`src/rtl/control_sequencer_if.sv`:
```
// Control-sequencer bus: run/step front panel, IR and flags in; control word and status out.
// The master side is the CPU datapath/front panel; the slave side is the sequencer itself.
interface control_sequencer_if #(
    parameter int DATA_WIDTH = 8
);
    logic                  run;
    logic                  step;
    logic [DATA_WIDTH-1:0] ir;
    logic                  flag_c;
    logic                  flag_z;
    logic [15:0]           ctrl;
    logic [2:0]            tstate;
    logic                  halted;

    modport master (
        output run, step, ir, flag_c, flag_z,
        input  ctrl, tstate, halted
    );

    modport slave (
        input  run, step, ir, flag_c, flag_z,
        output ctrl, tstate, halted
    );
endinterface

```
`src/rtl/control_sequencer.sv`:
```
// Microsequencer for the 8-bit shared-bus CPU: fetch/execute T-state FSM plus the
// opcode/flag decode into the 16-bit control word, changing on posedge for negedge-latching registers.
module control_sequencer #(
    parameter int DATA_WIDTH   = 8,
    parameter int OPCODE_WIDTH = 4
) (
    input  logic               clk,
    input  logic               rst,
    control_sequencer_if.slave bus
);
    localparam logic [15:0] PC_OE    = 16'h0001;
    localparam logic [15:0] PC_STEP  = 16'h0002;
    localparam logic [15:0] PC_IE    = 16'h0004;
    localparam logic [15:0] MAR_IE   = 16'h0008;
    localparam logic [15:0] RAM_OE   = 16'h0010;
    localparam logic [15:0] RAM_IE   = 16'h0020;
    localparam logic [15:0] IR_IE    = 16'h0040;
    localparam logic [15:0] IR_OE    = 16'h0080;
    localparam logic [15:0] A_IE     = 16'h0100;
    localparam logic [15:0] A_OE     = 16'h0200;
    localparam logic [15:0] B_IE     = 16'h0400;
    localparam logic [15:0] ALU_OE   = 16'h0800;
    localparam logic [15:0] ALU_SUB  = 16'h1000;
    localparam logic [15:0] FLAGS_IE = 16'h2000;
    localparam logic [15:0] OUT_IE   = 16'h4000;
    localparam logic [15:0] HLT      = 16'h8000;

    localparam logic [3:0] OP_NOP = 4'h0;
    localparam logic [3:0] OP_LDA = 4'h1;
    localparam logic [3:0] OP_ADD = 4'h2;
    localparam logic [3:0] OP_SUB = 4'h3;
    localparam logic [3:0] OP_STA = 4'h4;
    localparam logic [3:0] OP_LDI = 4'h5;
    localparam logic [3:0] OP_JMP = 4'h6;
    localparam logic [3:0] OP_JC  = 4'h7;
    localparam logic [3:0] OP_JZ  = 4'h8;
    localparam logic [3:0] OP_OUT = 4'hE;
    localparam logic [3:0] OP_HLT = 4'hF;

    typedef enum logic [2:0] {
        F0   = 3'd0,
        F1   = 3'd1,
        E0   = 3'd2,
        E1   = 3'd3,
        E2   = 3'd4,
        HALT = 3'd7
    } state_t;

    state_t                  state;
    state_t                  state_nxt;
    logic                    step_q;
    logic                    adv;
    logic [OPCODE_WIDTH-1:0] opcode;
    logic [OPCODE_WIDTH+3:0] op_ext;
    logic [3:0]              op;
    logic [15:0]             word;
    logic                    unused_bits;

    // Zero-extend before taking the low nibble so any OPCODE_WIDTH decodes cleanly.
    assign opcode      = bus.ir[DATA_WIDTH-1 -: OPCODE_WIDTH];
    assign op_ext      = {4'b0000, opcode};
    assign op          = op_ext[3:0];
    assign unused_bits = ^{bus.ir, op_ext};

    assign adv = bus.run | (bus.step & ~step_q);

    always_ff @(posedge clk or posedge rst) begin
        if (rst) begin
            state  <= F0;
            step_q <= 1'b0;
        end else begin
            step_q <= bus.step;
            if (adv) begin
                state <= state_nxt;
            end
        end
    end

    always_comb begin
        word      = '0;
        state_nxt = F0;
        case (state)
            F0: begin
                word      = PC_OE | MAR_IE;
                state_nxt = F1;
            end
            F1: begin
                word      = RAM_OE | IR_IE | PC_STEP;
                state_nxt = E0;
            end
            E0: begin
                case (op)
                    OP_LDA, OP_ADD, OP_SUB, OP_STA: begin
                        word      = IR_OE | MAR_IE;
                        state_nxt = E1;
                    end
                    OP_LDI: word = IR_OE | A_IE;
                    OP_JMP: word = IR_OE | PC_IE;
                    OP_JC:  word = bus.flag_c ? (IR_OE | PC_IE) : 16'h0000;
                    OP_JZ:  word = bus.flag_z ? (IR_OE | PC_IE) : 16'h0000;
                    OP_OUT: word = A_OE | OUT_IE;
                    OP_HLT: begin
                        word      = HLT;
                        state_nxt = HALT;
                    end
                    default: word = 16'h0000;
                endcase
            end
            E1: begin
                case (op)
                    OP_LDA: word = RAM_OE | A_IE;
                    OP_ADD, OP_SUB: begin
                        word      = RAM_OE | B_IE;
                        state_nxt = E2;
                    end
                    OP_STA: word = A_OE | RAM_IE;
                    default: word = 16'h0000;
                endcase
            end
            E2: begin
                if (op == OP_ADD) begin
                    word = ALU_OE | A_IE | FLAGS_IE;
                end else if (op == OP_SUB) begin
                    word = ALU_OE | A_IE | FLAGS_IE | ALU_SUB;
                end
            end
            HALT: begin
                word      = HLT;
                state_nxt = HALT;
            end
            default: begin
                word      = '0;
                state_nxt = F0;
            end
        endcase
    end

    // Outside HALT the word is gated by adv so nothing on the bus acts while paused.
    always_comb begin
        bus.ctrl = '0;
        if (!rst && (state == HALT || adv)) begin
            bus.ctrl = word;
        end
    end

    assign bus.tstate = state;
    assign bus.halted = (state == HALT);

    // OP_NOP is listed for readability of the decode table; it falls through to default.
    localparam logic [3:0] OP_NOP_ALIAS = OP_NOP;
endmodule
```
`src/flat_wrapper.sv`:
```
// flat-port wrapper written by rule: the top's interface ports become plain ports
module control_sequencer_flat 
#(
    parameter int DATA_WIDTH   = 8,
    parameter int OPCODE_WIDTH = 4
)
  (clk, rst, bus_run, bus_step, bus_ir, bus_flag_c, bus_flag_z, bus_ctrl, bus_tstate, bus_halted);
  control_sequencer_if #(.DATA_WIDTH(DATA_WIDTH)) bus_i ();
  input  logic clk;
  input  logic rst;
  input wire logic [$bits(bus_i.run)-1:0] bus_run;
  input wire logic [$bits(bus_i.step)-1:0] bus_step;
  input wire logic [$bits(bus_i.ir)-1:0] bus_ir;
  input wire logic [$bits(bus_i.flag_c)-1:0] bus_flag_c;
  input wire logic [$bits(bus_i.flag_z)-1:0] bus_flag_z;
  output wire logic [$bits(bus_i.ctrl)-1:0] bus_ctrl;
  output wire logic [$bits(bus_i.tstate)-1:0] bus_tstate;
  output wire logic [$bits(bus_i.halted)-1:0] bus_halted;
  assign bus_i.run = bus_run;
  assign bus_i.step = bus_step;
  assign bus_i.ir = bus_ir;
  assign bus_i.flag_c = bus_flag_c;
  assign bus_i.flag_z = bus_flag_z;
  assign bus_ctrl = bus_i.ctrl;
  assign bus_tstate = bus_i.tstate;
  assign bus_halted = bus_i.halted;
  control_sequencer #(.DATA_WIDTH(DATA_WIDTH), .OPCODE_WIDTH(OPCODE_WIDTH)) u_core (.clk(clk), .rst(rst), .bus(bus_i));
endmodule
```
`config.mk`:
```
export PLATFORM = sky130hd
export DESIGN_NAME = control_sequencer_flat
export DESIGN_NICKNAME = d
export VERILOG_FILES = /design/src/rtl/control_sequencer_if.sv /design/src/rtl/control_sequencer.sv /design/src/flat_wrapper.sv
export SDC_FILE = /design/constraint.sdc
export NUM_CORES = 1
export LEC_CHECK = 0
export BUFFER_PORTS_ARGS = -buffer_cell sky130_fd_sc_hd__buf_4
export CAP_MARGIN = 30
export CORE_AREA = 2 2 49 51
export CTS_BUF_LIST = sky130_fd_sc_hd__clkbuf_8
export CTS_CLUSTER_DIAMETER = 60
export DETAILED_ROUTE_END_ITERATION = 6
export DIE_AREA = 0 0 51 53
export SETUP_SLACK_MARGIN = 0.5
export SLEW_MARGIN = 25
export SYNTH_ARGS = -nofsm -noshare
export SYNTH_HDL_FRONTEND = slang
export SYNTH_SLANG_ARGS = --single-unit
```
`constraint.sdc`:
```
create_clock -name clk -period 1.5 [get_ports clk]
set_input_delay 0.3 -clock clk [delete_from_list [all_inputs] [get_ports clk]]
set_output_delay 0.3 -clock clk [all_outputs]
set_load 0.01 [all_outputs]
```
After elaboration in Yosys (flattened, before gate mapping)
Index checks and enable logic that the tools add are counted.
{"block": "op_classes", "n_eq_ne": 15, "mux": 11, "n_bitwise": 3, "n_reduce_logical": 6}
{"op": "case mux 16 bit (7 select lines)", "count": 1}
{"op": "case mux 16 bit (6 select lines)", "count": 1}
{"op": "case mux 11 bit (3 select lines)", "count": 1}
{"op": "two-way mux 16 bit", "count": 2}
{"op": "== test 4 x 3 -> 1 bit, second input constant", "count": 4}
{"op": "two-way mux 8 bit", "count": 2}
{"op": "case mux 3 bit (5 select lines)", "count": 1}
{"op": "two-way mux 14 bit", "count": 1}
{"op": "== test 4 bit, second input constant", "count": 3}
{"op": "== test 4 x 2 -> 1 bit, second input constant", "count": 2}
{"op": "== test 3 x 2 -> 1 bit, second input constant", "count": 2}
{"op": "== test 3 bit, second input constant", "count": 2}
{"op": "case mux 3 bit (2 select lines)", "count": 1}
{"op": "== test 4 x 1 -> 1 bit, second input constant", "count": 1}
{"op": "OR reduction 4 bit", "count": 1}
{"op": "== test 3 x 1 -> 1 bit, second input constant", "count": 1}
{"op": "logical NOT 3 bit", "count": 1}
{"op": "two-way mux 3 bit", "count": 1}
{"op": "OR reduction 2 bit", "count": 1}
{"op": "AND 1 bit", "count": 1}
{"op": "logical AND 1 bit", "count": 1}
{"op": "logical NOT 1 bit", "count": 1}
{"op": "logical OR 1 bit", "count": 1}
{"op": "NOT 1 bit", "count": 1}
{"op": "bitwise OR 1 bit", "count": 1}
{"block": "word_totals", "ff_bits": 4, "output_inout_bits": 20, "elab_cells": 37}

Logic depth before layout (Yosys ltp)
Gate-level depths: netlist of run 1.
{"block": "logic_depth", "ltp_word": 6, "depth_mapped": 6, "depth_no_buf": 4}

Worst setup path after synthesis of run 1
OpenSTA, ideal clock, no wires.
{"block": "synth_timing", "path_type": "reg-to-output", "from": "register u_core.step_q", "to": "output bus_ctrl[6]", "arrival_time_ns": 1.336, "path_slack_ns": -0.136, "path_stages_with_launch": 7, "path_buffers": 2, "cell_sequence": "dfrtp_1 > nor2b_4 > or2_1 > buf_6 > nand3_2 > nor3_1 > buf_4"}
{"block": "synth_via", "elab_chain_len": 6}
{"element": "start, declared", "line_no": "control_sequencer.sv:51", "rtl": "logic step_q;"}
{"element": "start signal, assigned", "line_no": "control_sequencer.sv:72", "rtl": "step_q <= bus.step;"}
{"element": "NOT 1 bit", "line_no": "control_sequencer.sv:65", "rtl": "assign adv = bus.run | (bus.step & ~step_q);"}
{"element": "AND 1 bit", "line_no": "control_sequencer.sv:65"}
{"element": "bitwise OR 1 bit", "line_no": "control_sequencer.sv:65"}
{"element": "logical OR 1 bit", "line_no": "control_sequencer.sv:141", "rtl": "if (!rst && (state == HALT || adv)) begin"}
{"element": "logical AND 1 bit", "line_no": "control_sequencer.sv:141"}
{"element": "two-way mux 16 bit", "line_no": "control_sequencer.sv:141"}
{"element": "end, declared", "line_no": "flat_wrapper.sv:16", "rtl": "output wire logic [$bits(bus_i.ctrl)-1:0] bus_ctrl;"}
No other way between the ends.

Worst setup path in the final report of run 1
{"block": "layout_timing", "from": "register u_core.step_q", "to": "output bus_ctrl[7]"}
The elaborated chain is that of the path after synthesis.

==> metrics.md, run 1 <==
| Metric | Value |
|---|---|
| Placed cell count | 166 |
| Layout area overhead | 133% |
| Clock root cell | clkbuf_8 |
| FMAX | 570 MHz |
| WL per Instance | about 15 um |
| Critical path class | reg2out |
| Status | finished with violations |
| Yosys reg bits | 4 |
| Startpoint types | flop |
| CTS Sinks | 4 |
| Share of cells above drive strength 1 | 74.0% |
| Mapped Nets | 99 |
| Final period util | 117% |
| Most frequent cell after synthesis | nor2_1 |
| All-Layer GR Usage | a little under a fifth |
| # Max-Cap Violations | 0 |
| Req. time, crit path | 1.20 ns |
| Finished Layout Cells | about 180 |
| Via count | 916 |
| Crit-path cells | nor2b_4 > o2111ai_4 > nor3_4 > o2111a_1 > buf_4 |
| CTS tree | done |
| Worst VDD drop | 0.922 mV |
| Hold Fails Final Rpt | 0 |
| Slew margin rel. | between 80% and 90% |
| WL final | 2720 um |
| Crit path max-delay cell type | dfrtp_1 |
| DRC violation count after routing | 0 |
| Num CTS Buffers | 3 |
| DR pass1 iterations | 4 |
| Worst Tran Pin Value | 0.285 ns |
| Post-Synth Adder-Cell Area | 0% |
| RePlAce Congestion | 0.853 |
| Failing checks | setup timing |
| Yosys warnings | 0 |
| Slowest Stage Delay on Critical Path | 0.40 ns |
| Main area contributors after synthesis | dfrtp_1, nor2_1, nor3_2, o21ai_0, buf_4 |
| Element type at the critical path end | output pin |
| Iter 0 DRT Violations | 11 |
| Worst-path clk slew | ~0.030 ns |
| Number of port buffers | 29 |
| Simple-gate share of the synthesized area | between 40% and 50% |
| Post-synthesis mux area share | 0% |
| Final Net Count | around 170 |
| DPL Wire Length | ~1700 um |
| Setup Skew | 0.0000386 ns |
| Final TNS setup | -3.29 ns |
| Compound-Gate Fraction of Synth Area | 27.5% |
| RSZ-0062 raised after global routing | yes |
| Setup WS post-layout | -0.253 ns |
| Post-synthesis cell area | 628 um^2 |
| Main synth FF type | dfrtp_1 |
| Post-Syn Area per Cell | 7.39 um^2 |
| Starting Density | 29.2% |
| Core area | 0.00215 mm^2 |
| Ys async rst share | 100% |
| Final hold slack | 0.146 ns |
| Drt via density | a little over 5 |
| XOR/XNOR share of the synthesized area | 2.79% |
| CP arrival | 1.45 ns |
| Initial antenna violation count | 0 |
| Leak | 0.000660 uW |
| Die Span X | 51 um |
| Clock Path Buffers | 2 |
| Post-Layout Inst Area | 0.00146 mm^2 |
| Synth Instances | 85 |
| Die Ht | 53 um |
| Total die area | 0.00270 mm^2 |
| GRT overflow | 0 |
| Post-DRT Antenna Nets | 0 |
| Largest net degree at the start of global routing | 11 |
| Top Ports | 34 |
| Max-slew violation count | 0 |
| H-tree depth | 1 |
| Hold WC Path Type | in2async |
| Setup Viol. Count Final | 18 |
| Register area share after synthesis | 15.9% |
| Top cells by count, synth | nor2_1, nand2_1, o21ai_0 |
| Top-area cell type share of the netlist area | 15.9% |
| Largest family of logic cells by synthesized area | simple AND/OR/NAND/NOR gates |
| Vias in the first global route | 865 |
| Placement Rows | 17 |
| DP Area | 0.00116 mm^2 |
| Largest area contributor in the synthesized netlist | dfrtp_1 |
| Worst-Skew Late Latency | between 0.2 and 0.25 ns |
| Setup slack, reg-to-reg | 0.10 ns |
| Synth unique cells | 38 |
| Diode count | 0 |
| First-pass GRT wire length | 3710 um |
| Critical path fanouts, max | 3 |
| Post-synth EDFFs | 0 |
| Final min period | about 1.8 ns |
| Power Density | 1080 mW/mm^2 |
kinds of logic after synthesis:
family / count (synthesis)
DFF: 4
buffers and inverters: 14
and+or+nand+nor: 41
xor gates and xnor gates: 2
AOI/OAI and AO/OA: 24
placed cells by master (no fill, tap or decap), types with 2 or more instances in the layout:
cell type / synthesis / final
inv_1: 2 / 2
nor2_4: 0 / 2
nand2_1: 7 / 6
nor3_4: 0 / 7
a211oi_2: 1 / 3
inv_4: 0 / 2
clkbuf_8: 0 / 3
o21ai_0: 6 / 6
buf_4: 4 / 47
a21oi_2: 0 / 2
dfrtp_2: 0 / 3
nor2_2: 1 / 2
and2_4: 0 / 2
buf_6: 2 / 24
nor2_1: 12 / 9
a21oi_1: 5 / 3
worst paths after layout:
check | cells past startpoint | from | to
max | 5 | u_core.step_q | bus_ctrl[7]
min | 3 | rst | u_core.step_q
max reg2reg | 7 | u_core.bus.tstate[1] | u_core.bus.tstate[2]
min reg2reg | 2 | u_core.bus.tstate[2] | u_core.bus.tstate[1]
max in group asynchronous | 3 | rst | u_core.bus.tstate[0]
min in group clk | 1 | bus_step | u_core.step_q
sequential cells by signal, summed over array words and instances, names as in the netlist:
| signal | count |
|---|---|
| u_core.bus.tstate | 3 |
| u_core.step_q | 1 |
through the flow:
| stage | util, % | power [uW] | worst slack [ns] |
|---|---|---|---|
| finish | 68.1 | 1590 | -0.253 |
| global route | 68.1 | 1670 | -0.324 |
| CTS | 59.5 | 1330 | -0.233 |
| detailed placement | 54.2 | 991 | -0.142 |
| global placement | 54.2 | 978 | -0.122 |
| floorplan | - | 633 | 0.0278 |
layout make-up:
| cell class | count | area [um^2] |
|---|---|---|
| fill | 179 | 684 |
| multi-input combinational | 67 | 629 |
| timing repair buffer | 71 | 623 |
| sequential | 4 | 104 |
| clock buffer | 3 | 41.3 |
| tap | 28 | 35.0 |
| inverter | 5 | 31.3 |
metal layers:
metal	wire length, um	track usage (%)
met1	1040	19.2
met5	0	0
met2	1540	36.6
met4	35	9.46
met3	109	1.69
what timing repair did:
| action | in CTS | in global routing |
|---|---|---|
| hold buffers | 0 | 0 |
| pin swaps | 2 | 11 |
| resized for setup | 14 | 30 |
| setup endpoints to repair | 23 | 23 |
| setup buffers | 3 | 6 |
| gates cloned | 0 | 0 |
power by group:
part	internal, uW	switching [uW]	total, uW
combinational	620	530	1150
clock	171	52.1	223
sequential	143	68.3	212
critical path: cells and delay by family (launching register included):
family	cells	cell delay, ns
flops	1	0.40
compound gates	2	0.38
simple gates	2	0.36
buf+inv	1	0.12
No activity file was read; power rests on OpenSTA's default activity.
==> run 2, diff against run 1 <==
clock period = 1.8 ns   (was 1.5 ns; I/O delays follow)
==> run 2 against run 1 <==
The run now ends clean. Count of clock-buffer cells in the layout is the same. Non-clock buffer count shrank 20. Clock power shrank 18%. Flip-flop and latch count is the same. Global-route usage shrank 4.4 points. Clock skew grew 0.0029 ns. Register-to-register slack gained 0.34 ns. Final cell count shrank 11%. Critical path depth is the same. Worst hold slack gained 0.091 ns. Design area shrank 18%.
==> metrics.md, run 2 (synthesized netlist as in run 1, its figures left out) <==
| Metric | Value |
|---|---|
| Final period util | 99.8% |
| Element type at the critical path end | output pin |
| Worst-path clk slew | 0.03 ns |
| Routed wl met2 | 960 um |
| Top sig layer | met3 |
| Initial antenna violation count | 0 |
| Placed cell count | 144 |
| FMAX | 557 MHz |
| Num CTS Buffers | 3 |
| Crit path buffers/inverters | 1 |
| Setup Skew | roughly 0.003 ns |
| Slowest Stage Delay on Critical Path | between 0.3 and 0.4 ns |
| Via count | 781 |
| Final Net Count | ~150 |
| Placement Rows | 17 |
| Final min period | 1.80 ns |
| WL final | 1930 um |
| Met3 routed WL | 128 um |
| Iter 0 DRT Violations | 9 |
| H-tree depth | 1 |
| Crit path max-delay cell type | dfrtp_1 |
| Hold Fails Final Rpt | 0 |
| Top Ports | 34 |
| Diode count | 0 |
| Setup Viol. Count Final | 0 |
| Startpoint types | flop |
| Worst-Skew Late Latency | 0.21 ns |
| First-pass GRT wire length | just under 3000 um |
| Total die area | 0.00270 mm^2 |
| Finished Layout Cells | about 160 |
| DR pass1 iterations | 4 |
| Layout area overhead | 91.0% |
| Worst VDD drop | slightly above 0.5 mV |
| Power Density | 828 mW/mm^2 |
| DRC violation count after routing | 0 |
| CTS Sinks | 4 |
| Post-DRT Antenna Nets | 0 |
| All-Layer GR Usage | 14.1% |
| # Max-Cap Violations | 0 |
| Drt via density | 4.94 |
| Die Span X | 51 um |
| Leak | 0.000529 uW |
| Final TNS setup | 0 ns |
| RePlAce Congestion | 0.755 |
| Most frequent cells in the layout | buf_4, buf_6, nor2_1 |
| CTS tree | done |
| Number of port buffers | 29 |
| Largest register FFs | 3 |
| Max-slew violation count | 0 |
| Clock root cell | clkbuf_8 |
| Crit-path cells | nor2b_4 > o2111ai_4 > nor3_2 > o2111a_1 > buf_4 |
| Top Family by Delay on Critical Path | flip-flops |
| RSZ-0062 raised after global routing | yes |
| GRT overflow | 0 |
| Core area | between 0.002 and 0.0025 mm^2 |
| Die Ht | 53 um |
| DPL Wire Length | ~1400 um |
| Worst Tran Pin Value | 0.280 ns |
| Status | finished clean |
| WL per Instance | between 10 and 15 um |
| Critical path fanouts, max | 3 |
| Slew margin rel. | 81.3% |
| M1 WL | around 850 um |
| Clock Path Buffers | 2 |
| Share of cells above drive strength 1 | 64.6% |
| Vias in the first global route | 670 |
| Critical path class | reg2out |
| CP arrival | 1.44 ns |
| Hold WC Path Type | in2async |
| Most common cell after layout, fill and taps aside | buf_4 |
| Largest net degree at the start of global routing | 11 |
| Starting Density | slightly below 30% |
| Req. time, crit path | 1.44 ns |
-- run 2: final timing paths --
kind	cells past startpoint	to	slack, ns	startpoint
max in group asynchronous	3	u_core.bus.tstate[1]	1.43	rst
min	3	u_core.step_q	0.24	rst
min in group clk	1	u_core.step_q	0.27	bus_step
min reg2reg	2	u_core.bus.tstate[1]	0.68	u_core.bus.tstate[2]
max	5	bus_ctrl[7]	0.003	u_core.step_q
max reg2reg	6	u_core.bus.tstate[1]	0.44	u_core.step_q
-- run 2: repair_timing --
action,CTS,global route
setup endpoints to repair,19,21
hold buffers,0,0
endpoints found under the hold margin,0,0
setup buffers,9,2
resized for setup,14,11
pin swaps,14,8
-- run 2: cell type report --
cell class | instances | area (um^2)
multi-input combinational | 67 | 569
inverter | 5 | 26.3
sequential | 4 | 104
clock buffer | 3 | 41.3
timing repair buffer | 51 | 424
tap | 28 | 35.0
fill | 194 | 948
-- run 2: routing by layer --
layer	track usage, %	vias up
met3	2.54	0
li1	-	398
met1	18.0	354
met2	24.5	29
met4	3.60	0
met5	0	-
-- run 2: per-stage QoR --
stage / total power [uW] / setup WS, ns / hold WS, ns / cell area (um^2) / utilization [%]
6_report: 994 / 0.00337 / 0.237 / 1200 / 55.9
3_3_place_gp: 651 / 0.0715 / 0.401 / 976 / 45.4
2_1_floorplan: 506 / 0.242 / 0.157 / 728 / -
4_1_cts: 952 / 0.000744 / 0.226 / 1140 / 53.3
5_1_grt: 1050 / -0.0640 / 0.252 / 1200 / 55.9
3_5_place_dp: 655 / 0.0713 / 0.405 / 976 / 45.4
-- run 2: worst min-delay path, stage by stage --
cell and delay, ns:
buf_4 0.13, inv_1 0.11, buf_4 0.17
-- run 2: power by group --
part | switching (uW) | internal [uW] | total [uW]
combinational | 314 | 315 | 630
sequential | 61.5 | 120 | 181
clock | 41.1 | 142 | 183
==> run 3, diff against run 2 <==
BUFFER_PORTS_ARGS = -buffer_cell sky130_fd_sc_hd__buf_2   (was -buffer_cell sky130_fd_sc_hd__buf_4)
clock period = 1.7 ns   (was 1.8 ns; I/O delays follow)
==> run 3 against run 2 <==
The run now ends with setup timing left. Via count up 5.0%. Critical endpoint is now bus_ctrl[4]. Largest power group unchanged. Die area unchanged. Highest routed layer is now met4. First-iteration DRC count up 78%. Clock power up 15%. Clock skew about the same. Sequential power up 7%.
==> metrics.md, run 3 (synthesized netlist as in run 1, its figures left out) <==
| Metric | Value |
|---|---|
| DR pass1 iterations | 4 |
| Final min period | around 1.8 ns |
| Post-DRT Antenna Nets | 0 |
| Leak | 0.000573 uW |
| Hold buffers post-CTS | 0 |
| Layout area overhead | 99.4% |
| FMAX | ~550 MHz |
| Power Density | around 980 mW/mm^2 |
| Vias in the first global route | around 800 |
| DRC violation count after routing | 0 |
| GRT overflow | 0 |
| WL final | ~2100 um |
| Worst-Skew Late Latency | approximately 0.22 ns |
| Iter 0 DRT Violations | 16 |
| Die Span X | roughly 51 um |
| Element type at the critical path end | output pin |
| Worst VDD drop | approximately 0.76 mV |
| Critical path fanouts, max | 4 |
| Final TNS setup | -0.811 ns |
| H-tree depth | 1 |
| # Max-Cap Violations | 0 |
| RSZ-0062 raised after global routing | yes |
| Top Ports | 34 |
| CTS Sinks | 4 |
| Clock Path Buffers | 2 |
| Die Ht | 53 um |
| Post-Layout Inst Area | between 0.001 and 0.0015 mm^2 |
| Max-slew violation count | 0 |
| Final Net Count | around 150 |
| Worst-path clk slew | 0.03 ns |
| Share of cells above drive strength 1 | approximately two thirds |
| Placement Rows | 17 |
| Initial antenna violation count | 0 |
| Slew margin rel. | around three quarters |
| Clock root cell | clkbuf_8 |
| Setup WS post-layout | -0.120 ns |
| Setup Viol. Count Final | 12 |
| Largest net degree at the start of global routing | 11 |
| Worst Tran Pin Value | about 0.35 ns |
| All-Layer GR Usage | between 10% and 20% |
| Diode count | 0 |
| Number of port buffers | 29 |
| Startpoint types | flop |
| Hold Fails Final Rpt | 0 |
| Drt via density | 5.00 |
| CP arrival | 1.48 ns |
| Setup Skew | between 0.003 and 0.004 ns |
| Critical path class | reg2out |
| Num CTS Buffers | 3 |
| Status | finished with violations |
| Starting Density | 29.2% |
| Core area | 0.00215 mm^2 |
| Req. time, crit path | ~1.4 ns |
| WL per Instance | between 10 and 15 um |
| Total die area | 0.00270 mm^2 |
| Failing checks | setup timing |
| Most common cell after layout, fill and taps aside | buf_2 |
| Via count | between 800 and 900 |
| Largest register FFs | 3 |
| Hold WC Path Type | in2async |
| DP Area | 978 um^2 |
| DPL Wire Length | 1480 um |
| Most frequent cells in the layout | buf_2, buf_6, buf_4 |
| First-pass GRT wire length | 3490 um |
| Final period util | 107% |
| CTS tree | done |
| RePlAce Congestion | a little under 0.8 |
==> run 3: changes by cell type in the layout (fill, tap and decap cells not counted), sizes merged <==
cell,previous run,this run
inv,4,6
clkinv,1,0
buf,51,56
==> run 3: critical path, cell delays in order, from the launching register on <==
cell      delay (ns)
dfrtp_1         0.38
nor2b_4         0.15
or2_1           0.26
nand3_4         0.15
a211oi_4        0.16
buf_2           0.16
==> run 3: layout make-up <==
cell class | count | area [um^2]
fillers | 195 | 896
multi-input cells | 67 | 591
repair buffers | 56 | 447
flip-flops and latches | 4 | 104
clock buffers | 3 | 41.3
well taps | 28 | 35.0
inverters | 5 | 31.3
clock inverters | 1 | 3.75
==> run 3: final timing paths <==
path,cells past startpoint,from,slack [ns],endpoint
setup / recovery,5,u_core.step_q,-0.12,bus_ctrl[4]
hold / removal,3,rst,0.22,u_core.bus.tstate[2]
setup reg to reg,5,u_core.step_q,0.34,u_core.bus.tstate[1]
hold reg to reg,2,u_core.bus.tstate[2],0.75,u_core.bus.tstate[1]
max in group asynchronous,3,rst,1.35,u_core.bus.tstate[1]
min in group clk,1,bus_step,0.24,u_core.step_q
==> run 3: repair_timing <==
item,4_1_cts,5_1_grt
buffers inserted,13,0
resized for setup,16,11
pin swaps,4,4
setup endpoints to repair,22,23
==> run 3: metrics by stage <==
step / power, uW / cells / util (%) / worst slack (ns) / hold WS, ns
after global placement: 714 / 147 / 45.5 / 0.00544 / 0.399
after CTS: 1170 / 164 / 55.9 / -0.108 / 0.208
after detailed placement: 725 / 147 / 45.5 / -0.00469 / 0.406
final: 1230 / 164 / 58.3 / -0.120 / 0.217
after floorplan: 569 / 85 / - / 0.181 / 0.152
after global routing: 1300 / 164 / 58.3 / -0.182 / 0.227
==> run 3: layer usage <==
metal	up-vias	share of wire, %	track usage, %
met1	380	43	20.4
met4	0	0.90	6.76
met3	2	6.0	3.39
met5	-	0	0
li1	410	-	-
met2	28	50	30.5
==> run 3: power by group <==
part	total, uW	internal [uW]	leakage (uW)	switching (uW)
registers	194	126	0.0000463	67.9
logic	825	436	0.000500	388
clock network	210	154	0.0000269	55.2
total	1230	717	0.000573	512
